--- src/rtl/booth_pkg.sv ---
// rtl/booth_pkg.sv - shared widths, state encoding and constants for booth_div
//
// Purpose: default operand widths, iteration counter width, divider FSM state
// encoding and the quotient returned on divide-by-zero.

package booth_pkg;

  localparam int DVD_W_DEF = 12;
  localparam int DVS_W_DEF = 8;
  localparam int CNT_W     = $clog2(DVD_W_DEF);

  typedef enum logic [1:0] {
    IDLE = 2'd0,
    ITER = 2'd1,
    FIX  = 2'd2
  } state_t;

  localparam logic [DVD_W_DEF-1:0] DBZ_Q = '1;

endpackage

--- src/rtl/div_step.sv ---
// rtl/div_step.sv - one restoring-division iteration on magnitudes
//
// Purpose: shift {R,A} left by one, trial-subtract B from the shifted R and
// select either the difference (quotient bit 1) or the shifted R (bit 0).
// Ports:
//   i_r  partial remainder, DVS_W+1 bits
//   i_a  working dividend / quotient bits, DVD_W bits
//   i_b  divisor magnitude, DVS_W bits
//   o_r  next partial remainder
//   o_a  next working register, new quotient bit in o_a[0]

module div_step #(
  parameter int DVD_W = 12,
  parameter int DVS_W = 8
) (
  input  logic [DVS_W:0]   i_r,
  input  logic [DVD_W-1:0] i_a,
  input  logic [DVS_W-1:0] i_b,
  output logic [DVS_W:0]   o_r,
  output logic [DVD_W-1:0] o_a
);

  logic [DVS_W:0] w_r_sh;
  logic [DVS_W:0] w_diff;
  logic           w_borrow;
  logic           w_ge;

  // The bit shifted out of i_r is kept as part of the compare: if it is set
  // the shifted value exceeds any DVS_W-bit divisor.
  assign w_r_sh             = {i_r[DVS_W-1:0], i_a[DVD_W-1]};
  assign {w_borrow, w_diff} = {1'b0, w_r_sh} - {2'b00, i_b};
  assign w_ge               = i_r[DVS_W] | ~w_borrow;

  assign o_r = w_ge ? w_diff : w_r_sh;
  assign o_a = {i_a[DVD_W-2:0], w_ge};

endmodule

--- src/rtl/booth_div.sv ---
// rtl/booth_div.sv - sequential signed restoring divider with sign fix-up
//
// Purpose: divides a DVD_W-bit signed dividend by a DVS_W-bit signed divisor
// in DVD_W iterations on magnitudes, then applies signs in one FIX cycle.
// Build option: BOOTH_DIV_REM_EN builds the remainder output register; when
// undefined the remainder port is tied to zero.
// Ports:
//   clk        rising-edge clock
//   rst        asynchronous active-low reset
//   start      request, sampled only in IDLE
//   dividend   signed dividend, captured on accept
//   divisor    signed divisor, captured on accept
//   busy       high from accept until done
//   done       one-cycle result pulse
//   quotient   signed quotient, truncated toward zero
//   remainder  signed remainder, sign follows dividend
//   dbz        divide-by-zero flag
//   ovf        quotient overflow flag (-2048 / -1 only)

module booth_div
  import booth_pkg::*;
#(
  parameter int DVD_W = DVD_W_DEF,
  parameter int DVS_W = DVS_W_DEF
) (
  input  logic             clk,
  input  logic             rst,
  input  logic             start,
  input  logic [DVD_W-1:0] dividend,
  input  logic [DVS_W-1:0] divisor,
  output logic             busy,
  output logic             done,
  output logic [DVD_W-1:0] quotient,
  output logic [DVS_W-1:0] remainder,
  output logic             dbz,
  output logic             ovf
);

  state_t           r_state;
  state_t           w_state_nxt;

  // A holds magnitudes as unsigned DVD_W bits: |-2048| = 0x800 still fits,
  // so the most negative dividend needs no extra width.
  logic [DVD_W-1:0] r_a;
  logic [DVS_W-1:0] r_b;
  logic [DVS_W:0]   r_r;
  logic [CNT_W-1:0] r_cnt;
  logic             r_sign_q;

  logic             r_done;
  logic             r_dbz;
  logic             r_ovf;
  logic [DVD_W-1:0] r_quot;

  logic [DVD_W-1:0] w_dvd_mag;
  logic [DVS_W-1:0] w_dvs_mag;
  logic [DVD_W-1:0] w_a_step;
  logic [DVS_W:0]   w_r_step;
  logic             w_accept;
  logic             w_last;
  logic             w_dbz;
  logic             w_ovf;
  logic [DVD_W-1:0] w_quot_fix;

  assign w_dvd_mag = dividend[DVD_W-1] ? -dividend : dividend;
  assign w_dvs_mag = divisor[DVS_W-1] ? -divisor : divisor;
  assign w_accept  = (r_state == IDLE) && start;
  assign w_last    = (r_cnt == CNT_W'(DVD_W - 1));

  div_step #(
    .DVD_W (DVD_W),
    .DVS_W (DVS_W)
  ) u_step (
    .i_r (r_r),
    .i_a (r_a),
    .i_b (r_b),
    .o_r (w_r_step),
    .o_a (w_a_step)
  );

  // A quotient magnitude with its top bit set is 2048; with a positive sign
  // that value is not representable, which only -2048 / -1 produces.
  assign w_dbz      = (r_b == '0);
  assign w_ovf      = ~w_dbz & ~r_sign_q & r_a[DVD_W-1];
  assign w_quot_fix = w_dbz ? DVD_W'(DBZ_Q) : (r_sign_q ? -r_a : r_a);

  always_ff @(posedge clk or negedge rst) begin
    if (!rst) begin
      r_state <= IDLE;
    end else begin
      r_state <= w_state_nxt;
    end
  end

  always_comb begin
    w_state_nxt = r_state;
    case (r_state)
      IDLE:    if (start) w_state_nxt = ITER;
      ITER:    if (w_last) w_state_nxt = FIX;
      FIX:     w_state_nxt = IDLE;
      default: w_state_nxt = IDLE;
    endcase
  end

  always_ff @(posedge clk or negedge rst) begin
    if (!rst) begin
      r_a      <= '0;
      r_b      <= '0;
      r_r      <= '0;
      r_cnt    <= '0;
      r_sign_q <= 1'b0;
      r_done   <= 1'b0;
      r_dbz    <= 1'b0;
      r_ovf    <= 1'b0;
      r_quot   <= '0;
    end else begin
      r_done <= 1'b0;
      case (r_state)
        IDLE: begin
          if (start) begin
            r_a      <= w_dvd_mag;
            r_b      <= w_dvs_mag;
            r_r      <= '0;
            r_cnt    <= '0;
            r_sign_q <= dividend[DVD_W-1] ^ divisor[DVS_W-1];
          end
        end
        ITER: begin
          r_a   <= w_a_step;
          r_r   <= w_r_step;
          r_cnt <= r_cnt + CNT_W'(1);
        end
        FIX: begin
          r_quot <= w_quot_fix;
          r_dbz  <= w_dbz;
          r_ovf  <= w_ovf;
          r_done <= 1'b1;
        end
        default: ;
      endcase
    end
  end

`ifdef BOOTH_DIV_REM_EN
  logic             r_sign_r;
  logic [DVS_W-1:0] r_rem;
  logic [DVS_W-1:0] w_rem_mag;
  logic [DVS_W-1:0] w_rem_fix;

  // The final R is below |divisor| <= 2^(DVS_W-1), so its top bit is zero.
  assign w_rem_mag = r_r[DVS_W-1:0];
  assign w_rem_fix = w_dbz ? '0 : (r_sign_r ? -w_rem_mag : w_rem_mag);

  always_ff @(posedge clk or negedge rst) begin
    if (!rst) begin
      r_sign_r <= 1'b0;
      r_rem    <= '0;
    end else begin
      if (w_accept) r_sign_r <= dividend[DVD_W-1];
      if (r_state == FIX) r_rem <= w_rem_fix;
    end
  end

  assign remainder = r_rem;
`else
  assign remainder = '0;
`endif

  assign busy     = (r_state != IDLE);
  assign done     = r_done;
  assign quotient = r_quot;
  assign dbz      = r_dbz;
  assign ovf      = r_ovf;

endmodule

--- config.mk ---
export PLATFORM = sky130hd
export DESIGN_NAME = booth_div
export DESIGN_NICKNAME = d
export VERILOG_FILES = /design/src/rtl/booth_pkg.sv /design/src/rtl/div_step.sv /design/src/rtl/booth_div.sv
export SDC_FILE = /design/constraint.sdc
export NUM_CORES = 1
export LEC_CHECK = 0
export ABC_CLOCK_PERIOD_IN_PS = 1900
export BUFFER_PORTS_ARGS = -buffer_cell sky130_fd_sc_hd__buf_2
export CELL_PAD_IN_SITES_DETAIL_PLACEMENT = 1
export CELL_PAD_IN_SITES_GLOBAL_PLACEMENT = 2
export CORE_MARGIN = 2
export CORE_UTILIZATION = 33
export CTS_BUF_LIST = sky130_fd_sc_hd__clkbuf_4 sky130_fd_sc_hd__clkbuf_8
export DETAILED_ROUTE_END_ITERATION = 10
export GPL_TIMING_DRIVEN = 0
export PLACE_DENSITY = 0.79
export SETUP_SLACK_MARGIN = 0.02
export SLEW_MARGIN = 5
export SYNTH_ARGS = -nofsm -noshare
export SYNTH_HDL_FRONTEND = slang
export SYNTH_SLANG_ARGS = --single-unit
--- constraint.sdc ---
create_clock -name clk -period 1.9 [get_ports clk]
set_input_delay 0.38 -clock clk [delete_from_list [all_inputs] [get_ports clk]]
set_output_delay 0.38 -clock clk [all_outputs]
set_load 0.01 [all_outputs]
# After elaboration in Yosys (flattened, before gate mapping)
# Cells that the tools add are included.
totals:
  input_bits: 23
  reg_bits: 51
  mem_count: 0
  out_inout_bits: 24
  elab_cells: 49
  rom_bits: 0
  ram_bits: 0
  latchBits: 0
classes:
  n_addsub: 5
  n_div: 0
  mux: 15
  shift: 0
  bitwise: 7
  reduce_logical: 7
  n_mul: 0
  n_eq_ne: 5
  magnitude_cmp: 0
op_table:
  columns: ["cell", "n"]
  rows:
  - ["12-bit 2-to-1 mux", 4]
  - ["12-bit negation", 2]
  - ["12-bit one-hot mux with 2 select lines", 1]
  - ["9-bit 2-to-1 mux", 2]
  - ["9-bit one-hot mux with 2 select lines", 1]
  - ["9-bit by 8-bit subtractor with 10-bit output", 1]
  - ["8-bit zero test", 1]
  - ["8-bit 2-to-1 mux", 1]
  - ["8-bit negation", 1]
  - ["4-bit one-hot mux with 2 select lines", 1]
  - ["2-bit AND reduction", 3]
  - ["4-bit by 1-bit adder with 4-bit output (second input constant)", 1]
  - ["4-bit equality test (second input constant)", 1]
  - ["2-bit 2-to-1 mux", 2]
  - ["4-bit 2-to-1 mux", 1]
  - ["2-bit != test (second input constant)", 2]
  - ["2-bit one-hot mux with 2 select lines", 1]
  - ["2-bit nonzero test", 2]
  - ["1-bit inverter", 3]
  - ["1-bit bitwise AND", 2]
  - ["2-bit by 1-bit equality test with 1-bit output (second input constant)", 1]
  - ["2-bit equality test (second input constant)", 1]
  - ["2-bit zero test", 1]
  - ["1-bit 2-to-1 mux", 1]
  - ["2 further kinds", 2]

# Depth between registers and ports, before layout
# Gate-level depths: netlist of run 1.
depth:
  word_depth: 5
  depth_mapped: 9

# Cells and area by module
# A second synthesis of run 1 with hierarchy kept.
hier_totals:
  cells_unflattened: 381
  hier_area_um2: 3305.7
modules_own_cells:
  columns: ["mod", "n_inst", "cells_each", "area_per_inst_um2"]
  rows:
  - ["booth_div", 1, 299, 2690.1]
  - ["div_step", 1, 82, 615.6]

# Worst setup path before layout of run 1
# No wires, ideal clock.
synth_timing:
  path_type: "register -> register"
  from: "register r_b[1]"
  to: "register r_r[1]"
  required_ns: 1.774
  n_path_buf: 1
  slack_ns: -0.003
  stages_incl_launch_ff: 9
  arrival_ns: 1.776
  setup_ns: 0.126
  path_cell_list: "dfrtp_1 > inv_1 > ha_1 > nand2b_4 > a211oi_4 > o21ai_2 > and2_4 > buf_6 > a311o_1"
synth_via:
  elab_chain_cells: 5
synth_rtl:
  columns: ["item", "line_no", "source"]
  rows:
  - ["from (decl)", "booth_div.sv:45", "logic [DVS_W-1:0] r_b;"]
  - ["from (signal assigned)", "booth_div.sv:122", "r_b <= w_dvs_mag;"]
  - ["9-bit by 8-bit subtractor with 10-bit output (*)", "div_step.sv:31", "assign {w_borrow, w_diff} = {1'b0, w_r_sh} - {2'b00, i_b};"]
  - ["1-bit inverter", "div_step.sv:32", "assign w_ge = i_r[DVS_W] | ~w_borrow;"]
  - ["1-bit OR", "div_step.sv:32", null]
  - ["9-bit 2-to-1 mux (*)", "div_step.sv:34", "assign o_r = w_ge ? w_diff : w_r_sh;"]
  - ["9-bit one-hot mux with 2 select lines (*)", "booth_div.sv:118", "case (r_state)"]
  - ["to (signal assigned)", "booth_div.sv:130", "r_r <= w_r_step;"]
  - ["to (decl)", "booth_div.sv:46", "logic [DVS_W:0] r_r;"]
# Every way passes the cells marked *; elsewhere a longest branch is shown, timed or not.
# A chain may end at the register's enable or synchronous reset.

# Worst setup path in the final report of run 1
layout_timing:
  from: "register r_a[11]"
  to: "register r_r[8]"
layout_via:
  elab_chain_cells: 5
layout_rtl:
  columns: ["item", "line_no", "source"]
  rows:
  - ["from (decl)", "booth_div.sv:44", "logic [DVD_W-1:0] r_a;"]
  - ["from (signal assigned)", "booth_div.sv:121", "r_a <= w_dvd_mag;"]
  - ["from (signal assigned)", "booth_div.sv:129", "r_a <= w_a_step;"]
  - ["9-bit by 8-bit subtractor with 10-bit output (*)", "div_step.sv:31", null]
  - ["1-bit inverter", "div_step.sv:32", null]
  - ["1-bit OR", "div_step.sv:32", null]
  - ["9-bit 2-to-1 mux (*)", "div_step.sv:34", null]
  - ["9-bit one-hot mux with 2 select lines (*)", "booth_div.sv:118", null]
# Marked as above.

==> metrics, run 1 <==
ANT cells=0; Die H=100 um; Cell variety after synth=50; # setup viols final=3; Worst-Margin Slew=0.542 ns; crit path max fanout=3; vias in the first global route=2805; CTS tree=done; layout cells sized above 1=28.2%; Final #Nets=448; PortBufs=36; first-pass GRT wire length=about 15000 um; Worst Setup Slack, final=-0.0416 ns; Post-Syn Area=just over 3000 sq um; HP Class=in2async; setup TNS=-0.0598 ns; starting density of the core=33.7%; worst endpoint required time=2.11 ns; worst vdd ir=0.607 mV; Core Rows=35; dpl ws=-0.307 ns; critical path data arrival time=2.15 ns; Yosys warnings=0; Area after DPL=~3400 sq um; slew margin rel.=63.6%; Fin. Hold Viols=0; synthesis-to-layout area growth=25.9%; drt first pass iters=4; Setup crit start=r_a[11]$_DFFE_PN0P_; number of CTS-inserted buffers=5; Crit-path slowest cell=dfrtp_1; clk slew on worst S/H paths=approximately 0.10 ns; DRC=0; worst hold slack=0.00799 ns; flops & latches, synth=a little over 50; I/O Pins=47; sequential area share after synthesis=a little over two fifths; Via density=roughly 5.3; Logic pwr share=61.0%; post-detailed-route count of antenna-violating nets=0; net switching power=3.03 mW; Final Cycle Share=102%; grt ovf=0; Critical R2R Launch=r_a[11]$_DFFE_PN0P_; slowest cell delay on critical path=between 0.4 and 0.5 ns; fmax=slightly above 500 MHz; design area=3860 sq um; die area=10100 sq um; clk_lat worst skew=~0.30 ns; Int Power=3.88 mW; DR WL/cell=17.0 um; min cycle time layout=1.94 ns; Post-DP HPWL=approximately 6300 um; Reg power frac=29.9%; Most common cell on crit path=inv_2; Final Max Tran Viols=0; critical path class=reg2reg; pin count of the biggest net entering global routing=52; Total Power=around 6.9 mW; fin cells=about 520; CP Launch Type=flop; Critical Path End Type=flop; Mapped Avg Cell Area=approximately 9 sq um; clock tree buffer depth=2; routed via count=2751; H-tree levels=2; initial antenna violation count=0; Clock power frac=9.1%; Placed Cells incl. Taps=493; Mapped Cells=339; Synth Flop Type=dfrtp_1; Clock Root Buffer=clkbuf_8; Routability Congestion=0.833; PwrDens=1790 nW/um^2; EDFF count, synth=0; Switching Share=between 40% and 50%; maxcap violations=0; asr flop ratio synth=100%; worst clock skew=0.00631 ns; chip width=about 100 um; final wirelength=approximately 8900 um; Total GRT Usage=18.2%; run status=complete, but fails checks; Cell Chain, Critical Path=inv_2, ha_4, inv_2, fa_2, a21oi_4, o211ai_1, a21oi_2, xnor2_1, o31ai_1; fillers=1101; Finished Core Util=between 40 and 50%; failing checks=setup timing; CTS Hold Bufs=0; core region area=9110 sq um; RSZ-0062 raised after global routing=yes; clock sink total=between 50 and 60; static leakage=1.73 nW; DR iter-0 viols=127
-- metal layers --
metal	wire length (um)	up-vias	GRT usage [%]
met2	4330	55	30.3
met1	4110	1360	25.1
li1	-	1330	-
met4	97	0	4.32
met3	359	6	2.79
met5	0	-	0
-- layout by cell type, fill, tap and decap left out, drive strengths merged, types with 2 or more instances in the layout --
cell and count:
xor2 20, a211oi 6, o211ai 2, mux2i 2, nor3 6, nor2 28
conb 8, buf 72, dfrtp 51, clkinv 2, o31ai 9, o41ai 2
nand3 8, nand4 5, nand2 33, o22ai 12, a21oi 25, or3 3
and2 5, clkbuf 13, a32o 2, o21ai 24, a22oi 4, o311ai 3
nand2b 4, ha 12, a41oi 3, inv 23, o21a 2, xnor2 11
nor4 3
-- registers in the layout (all words and copies together), names as in the netlist --
| register | count |
|---|---|
| r_sign_q | 1 |
| ovf | 1 |
| done | 1 |
| r_b | 8 |
| quotient | 12 |
| r_state | 2 |
| r_cnt | 4 |
| r_a | 12 |
| dbz | 1 |
| r_r | 9 |
-- power by group through the flow --
stage | Clock (mW) | Sequential [mW] | Combinational (mW)
after global placement | 0 | 2.05 | 3.09
after detailed placement | 0 | 2.07 | 3.22
after CTS | 0.644 | 2.05 | 3.89
final | 0.630 | 2.07 | 4.21
after floorplan | 0 | 1.98 | 2.37
after global routing | 0.696 | 2.13 | 4.67
-- repair_timing --
action / CTS / global route
cloned: 0 / 1
hold endpoints to repair: 0 / 0
pin swaps: 9 / 4
setup buffers: 22 / 1
setup endpoints to repair: 28 / 39
gates resized for setup: 19 / 15
-- final timing paths --
path / endpoint / slack, ns / cells after the start
max in group asynchronous: r_r[5]$_DFFE_PN0P_ / 1.34 / 2
max: r_r[8]$_DFFE_PN0P_ / -0.04 / 9
max reg2reg: r_r[8]$_DFFE_PN0P_ / -0.04 / 9
min: r_b[6]$_DFFE_PN0P_ / 0.008 / 1
min reg2reg: dbz$_DFFE_PN0P_ / 0.52 / 2
min in group clk: r_b[0]$_DFFE_PN0P_ / 0.36 / 3
-- kinds of logic after synthesis --
kind of cell / Yosys count / share of synthesized area [%]
AO/OA/AOI/OAI: 98 / 21.0
other: 1 / 0.122
AND/OR/NAND/NOR: 98 / 15.3
buffers and inverters: 45 / 6.90
adder cells (fa/ha/maj): 13 / 5.55
flip-flops: 51 / 41.6
XOR/XNOR: 31 / 8.86
multiplexers: 2 / 0.653
-- cells in the mapped netlist (2+ instances only) --
cell | number | share of area, %
o21a_1 | 2 | 0.49
o211ai_1 | 2 | 0.49
clkbuf_1 | 8 | 0.98
dfrtp_1 | 51 | 42
o31ai_1 | 9 | 2.2
nor3_1 | 5 | 0.82
nand4_1 | 5 | 1.0
xor2_1 | 20 | 5.7
ha_1 | 12 | 4.9
o22ai_1 | 12 | 2.4
nand3_1 | 8 | 1.3
buf_2 | 4 | 0.65
a22oi_1 | 4 | 0.98
a32o_1 | 2 | 0.65
nand2b_1 | 3 | 0.61
nand2_1 | 32 | 3.9
o21ai_0 | 22 | 3.6
xnor2_1 | 11 | 3.1
or3_1 | 3 | 0.61
nor2_1 | 28 | 3.4
a211oi_1 | 5 | 1.2
inv_1 | 23 | 2.8
mux2i_1 | 2 | 0.65
and2_1 | 3 | 0.61
a21oi_1 | 25 | 4.1
a41oi_1 | 3 | 0.86
buf_4 | 8 | 2.0
o311ai_1 | 3 | 0.86
nor4_1 | 3 | 0.61
-- worst max-delay path, delay by kind of cell, from the launching register on --
family | cells | cell delay, ns
compound gates | 4 | 0.71
xor+xnor | 1 | 0.08
fa+ha+maj | 2 | 0.51
buf+inv | 2 | 0.14
flops | 1 | 0.42
-- layout make-up --
cell class	count	area, sq um	area share [%]
well taps	111	139	3.60
clock inverters	2	13.8	0.357
clock buffers	5	68.8	1.78
plain buffers	20	114	2.95
multi-input cells	251	1780	46.1
repair buffers	60	380	9.86
flip-flops and latches	51	1280	33.1
inverters	23	86.3	2.24
(Power assumes the default switching activity.)
==> inputs of run 2 (changes only) <==
--- a/config.mk
+++ b/config.mk
@@ -5,13 +5,14 @@
 export SDC_FILE = /design/constraint.sdc
 export NUM_CORES = 1
 export LEC_CHECK = 0
+export ABC_AREA = 1
 export ABC_CLOCK_PERIOD_IN_PS = 1900
 export BUFFER_PORTS_ARGS = -buffer_cell sky130_fd_sc_hd__buf_2
 export CELL_PAD_IN_SITES_DETAIL_PLACEMENT = 1
 export CELL_PAD_IN_SITES_GLOBAL_PLACEMENT = 2
-export CORE_MARGIN = 2
-export CORE_UTILIZATION = 33
+export CORE_UTILIZATION = 31
 export CTS_BUF_LIST = sky130_fd_sc_hd__clkbuf_4 sky130_fd_sc_hd__clkbuf_8
+export CTS_CLUSTER_SIZE = 8
 export DETAILED_ROUTE_END_ITERATION = 10
 export GPL_TIMING_DRIVEN = 0
 export PLACE_DENSITY = 0.79
==> run 2 against run 1 <==
  * The run now ends clean
  * Non-clock buffer count shrank 17
  * Count of clock-buffer cells in the layout up 2
  * Sequential cell count is the same
  * Total power rose by 4.1%
  * Area after synthesis increased by 11%
  * Via count grew 15%
  * Die area grew 14%
  * Largest cell class unchanged
  * Largest power group unchanged
==> metrics, run 2 <==
CP Depth=10 (+1); CP Launch Type=flop; post-synth top area share=37.3% (-4.3 points); min cycle time layout=1.77 ns (-0.172 ns); fin cells=659 (+26%); Worst-Margin Slew=0.668 ns (+0.126 ns); Via density=4.78 (-9.1%); Fin. Hold Viols=0 (unchanged); Clock Root Buffer=clkbuf_8; FF-to-FF path depth=10 (+1); critical path data arrival time=1.96 ns (-0.19 ns); Clock power frac=9.6% (+0.5 points); CP delay by family, top=adder cells; layout cells sized above 1=20.8% (-7.3 points); sequential area share after synthesis=37.3% (-4.3 points); DR iter-0 viols=112 (-12%); die area=11400 sq um (+14%); # setup viols final=0 (-3); I/O Pins=47 (unchanged); Critical Path End Type=flop; worst clock skew=0.0170 ns (+0.0107 ns); most frequent cells in the layout=nand2_1, inv_1, dfrtp_1, nand3_1, buf_2; core region area=10500 sq um (+15%); Yosys warnings=0 (unchanged); Routability Congestion=0.824 (-1.0%); crit path max fanout=3 (unchanged); Finished Core Util=38.3% (-4.0 points); PwrDens=1790 nW/um^2 (-0.31%); asr flop ratio synth=100% (unchanged); H-tree levels=2 (unchanged); Reg power frac=28.4% (-1.5 points); net switching power=3.48 mW (+15%); static leakage=2.02 nW (+17%); largest family of logic cells by synthesized area=simple AND/OR/NAND/NOR gates; top-count cell post-synth=nand2_1; run status=finished, final reports clean; post-synthesis mux area share=0% (-0.65 points); DR WL/cell=13.9 um (-18%); Final Cycle Share=93.1% (-9.1 points); CTS tree=done; Mapped Cells=464 (+37%); Cell Chain, Critical Path=inv_2, ha_1, inv_2, fa_2, nand2_1, nand3_2, xnor2_2, nand2_1, nand3_1, nand2_1; CP bufs+invs=2 (unchanged); Synth Area in Adders=4.98% (-0.57 points); post-detailed-route count of antenna-violating nets=0 (unchanged); Synth Area in Simple Gates=31.6% (+16 points); chip width=107 um (+6.6%); Final Max Tran Viols=0 (unchanged); clk_lat worst skew=0.31 ns (about the same); Setup crit start=r_a[11]$_DFFE_PN0P_; clk slew on worst S/H paths=0.11 ns (about the same); Core Rows=37 (+5.7%); grt ovf=0 (unchanged); Final #Nets=558 (+25%); routed via count=3150 (+15%); flops & latches, synth=51 (unchanged); top post-synthesis cells by area=dfrtp_1, nand2_1, nand3_1; Most common cell on crit path=nand2_1; critical path class=reg2reg; drt first pass iters=4 (unchanged); worst endpoint required time=2.09 ns (-0.02 ns); Placed Cells incl. Taps=645 (+31%); PortBufs=38 (+5.6%); pin count of the biggest net entering global routing=52 (unchanged); EDFF count, synth=0 (unchanged); commonest cells in the netlist=nand2_1, inv_1, dfrtp_1, nand3_1, nor2_1; Synth area leader=dfrtp_1; synthesis-to-layout area growth=17.9%; Synth Flop Type=dfrtp_1; Logic pwr share=62.0% (+1.0 points); first-pass GRT wire length=15300 um (+5.3%); fillers=1338 (+22%); fmax=565 MHz (+9.7%); initial antenna violation count=0 (unchanged); most common cell after layout, fill and taps aside=nand2_1; XOR/XNOR share of the synthesized area=3.08% (-5.8 points); Post-DP HPWL=7190 um (+14%); ANT cells=0 (unchanged); slew margin rel.=55.4% (-8.2 points); Cell variety after synth=41 (-18%); vias in the first global route=3077 (+9.7%); number of CTS-inserted buffers=5 (unchanged); Int Power=3.71 mW (-4.3%); Crit-path slowest cell=dfrtp_1; Critical R2R Launch=r_a[11]$_DFFE_PN0P_; Mapped Avg Cell Area=7.36 sq um (-19%); Die H=107 um (+6.6%); post-synthesis compound-gate area fraction=11.6% (-9.4 points); DRC=0 (unchanged); slowest cell delay on critical path=0.42 ns (about the same); Total GRT Usage=16.8% (-1.4 points); Switching Share=48.4% (+4.5 points); clock tree buffer depth=2 (unchanged); worst vdd ir=0.449 mV (-26%); clock sink total=51 (unchanged); Post-Syn Area=3420 sq um (+11%); HP Class=in2async; maxcap violations=0 (unchanged); final wirelength=9150 um (+2.8%); starting density of the core=32.5% (-1.1 points)
==> run 2: cell count changes in the layout (fill, tap and decap cells not counted), sizes merged, moves of 11 or more <==
cell	before	now
a21oi	25	13
buf	72	60
inv	23	68
nand2	33	122
nand3	8	47
nand4	5	16
nor2	28	45
xor2	20	8
==> run 2: worst reg2reg max path: stages, from the launching register on <==
cell     delay, ns
dfrtp_1       0.42
inv_2         0.08
ha_1          0.15
inv_2         0.06
fa_2          0.37
nand2_1       0.09
nand3_2       0.11
xnor2_2       0.15
nand2_1       0.07
nand3_1       0.09
nand2_1       0.05
==> run 2: worst paths after layout <==
path	slack, ns	endpoint
min in group clk	0.35	r_b[0]$_DFFE_PN0P_
min	0.10	r_a[10]$_DFFE_PN0P_
max in group asynchronous	1.35	r_sign_q$_DFFE_PN0P_
min reg2reg	0.50	r_b[3]$_DFFE_PN0P_
max reg2reg	0.13	r_r[4]$_DFFE_PN0P_
max	0.13	r_r[4]$_DFFE_PN0P_
==> run 2: cell type report <==
cell class / instances / area [sq um] / share of cell area, %
sequential: 51 / 1280 / 31.7
clock buffer: 7 / 90.1 / 2.24
clock inverter: 1 / 8.76 / 0.217
inverter: 69 / 262 / 6.49
buffer: 19 / 124 / 3.07
tap: 136 / 170 / 4.22
multi-input combinational: 332 / 1860 / 46.2
timing repair buffer: 44 / 238 / 5.90
==> run 2: metrics by stage <==
stage	instance area [sq um]	setup TNS (ns)	power, mW	setup WS [ns]	hold WS (ns)
after floorplan	3440	0	5.05	0.200	0.0844
after global placement	3800	-0.143	6.05	-0.0947	0.469
after detailed placement	3800	-0.245	6.19	-0.133	0.479
after CTS	3930	0	7.00	0.0218	0.347
after global routing	4030	-0.00119	7.95	-0.00119	0.140
final	4030	0	7.20	0.131	0.103
==> run 2: timing repair <==
action | 4_1_cts | 5_1_grt
endpoints found under the setup margin | 3 | 10
setup buffers | 2 | 4
hold buffers | 0 | 0
gates resized for setup | 5 | 11
gates cloned | 0 | 0
pin swaps | 2 | 6
==> run 2: metal layers <==
metal  global-route usage (%)  routed length [um]
met5                        0                   0
met4                     3.62                  68
met3                     1.64                 198
met2                     27.4                4140
met1                     24.1                4740
==> run 2: logic make-up (layout without fill, tap and decap cells) <==
kind of cell / count (synthesis) / count (layout)
adders and majority gates: 13 / 13
other: 1 / 8
DFF: 51 / 51
AOI/OAI and AO/OA: 64 / 64
and+or+nand+nor: 235 / 235
xor gates and xnor gates: 12 / 12
buffers and inverters: 88 / 140
==> run 2: power groups by stage <==
stage | registers (mW) | logic [mW] | clock network, mW
floorplan | 1.99 | 3.06 | 0
global placement | 2.03 | 4.02 | 0
detailed placement | 2.05 | 4.14 | 0
CTS | 2.03 | 4.27 | 0.713
global route | 2.12 | 5.09 | 0.747
finish | 2.04 | 4.47 | 0.690
==> inputs of run 3 (changes only) <==
--- a/config.mk
+++ b/config.mk
@@ -5,16 +5,16 @@
 export SDC_FILE = /design/constraint.sdc
 export NUM_CORES = 1
 export LEC_CHECK = 0
-export ABC_AREA = 1
 export ABC_CLOCK_PERIOD_IN_PS = 1900
 export BUFFER_PORTS_ARGS = -buffer_cell sky130_fd_sc_hd__buf_2
 export CELL_PAD_IN_SITES_DETAIL_PLACEMENT = 1
 export CELL_PAD_IN_SITES_GLOBAL_PLACEMENT = 2
-export CORE_UTILIZATION = 31
+export CORE_UTILIZATION = 33
 export CTS_BUF_LIST = sky130_fd_sc_hd__clkbuf_4 sky130_fd_sc_hd__clkbuf_8
 export CTS_CLUSTER_SIZE = 8
 export DETAILED_ROUTE_END_ITERATION = 10
 export GPL_TIMING_DRIVEN = 0
+export MAX_ROUTING_LAYER = met4
 export PLACE_DENSITY = 0.79
 export SETUP_SLACK_MARGIN = 0.02
 export SLEW_MARGIN = 5
==> run 3 against run 2 <==
  * The flow now finishes with violations (setup timing)
  * Clock power grew 18%
  * Total power fell by 6.7%
  * Clock skew shrank 0.0081 ns
  * Largest power group unchanged
==> metrics, run 3 (synthesized netlist as in run 1, its figures left out) <==
FF-to-FF path depth=9 (-1); setup TNS=-0.0148 ns (-0.0148 ns); die area=9680 sq um (-15%); critical path class=reg2reg; Worst-Margin Slew=0.676 ns (+0.00764 ns); pin count of the biggest net entering global routing=52 (unchanged); clock sink total=51 (unchanged); worst endpoint required time=2.11 ns (+0.02 ns); worst clock skew=0.00890 ns (-0.00807 ns); layout cells sized above 1=25.4% (+4.5 points); # setup viols final=2 (+2); first-pass GRT wire length=14100 um (-7.5%); CTS Hold Bufs=0 (unchanged); Area after DPL=3430 sq um (-9.9%); Clock Root Buffer=clkbuf_8; most frequent cells in the layout=dfrtp_1, buf_2, nand2_1, nor2_1, buf_4; maxcap violations=0 (unchanged); H-tree levels=2 (unchanged); synthesis-to-layout area growth=22.7%; CP Launch Type=flop; number of CTS-inserted buffers=5 (unchanged); HP Class=in2async; ANT cells=0 (unchanged); DRC=0 (unchanged); fillers=1054 (-21%); clock tree buffer depth=2 (unchanged); routed via count=2699 (-14%); initial antenna violation count=0 (unchanged); final wirelength=8300 um (-9.3%); DR iter-0 viols=142 (+27%); fin cells=510 (-23%); Worst Setup Slack, final=-0.00765 ns (-0.138 ns); Fin. Hold Viols=0 (unchanged); I/O Pins=47 (unchanged); Post-DP HPWL=6130 um (-15%); chip width=98.4 um (-8.0%); PwrDens=1780 nW/um^2 (about the same); post-detailed-route count of antenna-violating nets=0 (unchanged); run status=complete, but fails checks; RSZ-0062 raised after global routing=yes; core region area=8850 sq um (-16%); drt first pass iters=6 (+2); PortBufs=36 (-5.3%); vias in the first global route=2750 (-11%); Die H=98.4 um (-8.0%); design area=3760 sq um (-6.7%); crit path max fanout=3 (unchanged); Final #Nets=437 (-22%); slew margin rel.=54.9% (-0.51 points); failing checks=setup timing; worst hold slack=0.0903 ns (-0.0129 ns); worst vdd ir=0.534 mV (+19%); DR WL/cell=16.3 um (+17%); clk_lat worst skew=0.31 ns (about the same); Core Rows=34 (-8.1%); critical path data arrival time=2.12 ns (+0.16 ns); Via density=5.29 (+11%); Final Max Tran Viols=0 (unchanged); clk slew on worst S/H paths=0.10 ns (about the same); most common cell after layout, fill and taps aside=dfrtp_1; min cycle time layout=1.91 ns (+0.138 ns); Placed Cells incl. Taps=490 (-24%); Total GRT Usage=18.9% (+2.1 points); CTS tree=done; starting density of the core=34.6% (+2.1 points); grt ovf=0 (unchanged); Final Cycle Share=100% (+7.3 points); Routability Congestion=0.814 (-1.2%); Critical Path End Type=flop; static leakage=1.68 nW (-17%); dpl ws=-0.293 ns (-0.161 ns); fmax=524 MHz (-7.2%)
-- run 3: changes by cell type in the layout (fill, tap and decap cells not counted), sizes merged, moves of 11 or more --
cell | previous run | this run
xor2 | 8 | 20
inv | 68 | 23
nand4 | 16 | 5
nor2 | 45 | 28
a21oi | 13 | 25
nand2 | 122 | 33
nand3 | 47 | 8
-- run 3: path summary, 6_finish.rpt --
check                                     from  slack (ns)                 end
min in group clk                    divisor[0]        0.36  r_b[0]$_DFFE_PN0P_
min reg2reg                    dbz$_DFFE_PN0P_        0.51     dbz$_DFFE_PN0P_
max reg2reg                r_a[11]$_DFFE_PN0P_      -0.008  r_r[4]$_DFFE_PN0P_
min                                        rst        0.09  r_b[1]$_DFFE_PN0P_
max                        r_a[11]$_DFFE_PN0P_      -0.008  r_r[4]$_DFFE_PN0P_
max in group asynchronous                  rst        1.32  r_r[0]$_DFFE_PN0P_
-- run 3: cell type report --
class / instances / area [sq um] / area share, %
multi-input cells: 250 / 1740 / 46.3
inverters: 23 / 86.3 / 2.30
flip-flops and latches: 51 / 1280 / 34.0
plain buffers: 20 / 114 / 3.03
well taps: 108 / 135 / 3.59
clock inverters: 2 / 35.0 / 0.931
repair buffers: 50 / 288 / 7.65
clock buffers: 6 / 82.6 / 2.20
-- run 3: power by group --
| part | total [mW] | switching (mW) | internal (mW) |
|---|---|---|---|
| sequential | 2.06 | 0.483 | 1.58 |
| combinational | 3.84 | 2.01 | 1.83 |
| clock | 0.813 | 0.386 | 0.427 |
-- run 3: what timing repair did --
action                                  in CTS  in global routing
gates resized for setup                     19                  7
buffers inserted                            12                  2
pin swaps                                   15                 14
endpoints found under the setup margin      31                 38
-- run 3: critical path, cell delays in order (launching register included) --
cell and delay [ns]:
dfrtp_1 0.41, inv_2 0.09, ha_4 0.14, inv_2 0.04, fa_2 0.36, a21oi_4 0.19
buf_4 0.13, o21bai_1 0.08, xnor2_1 0.15, o311ai_2 0.21
-- run 3: per-layer routing --
layer	track usage [%]	up-vias	routed length [um]
met3	2.65	7	282
met5	-	-	0
met4	4.71	0	78
met2	30.2	55	3920
met1	25.4	1331	4020
li1	-	1306	-
-- run 3: metrics by stage --
stage                     power [mW]  util, %
final                           6.71     42.5
after global routing            7.27     42.5
after CTS                       6.59     42.1
after detailed placement        5.23     38.7
after global placement          5.13     38.7
after floorplan                 4.35        -
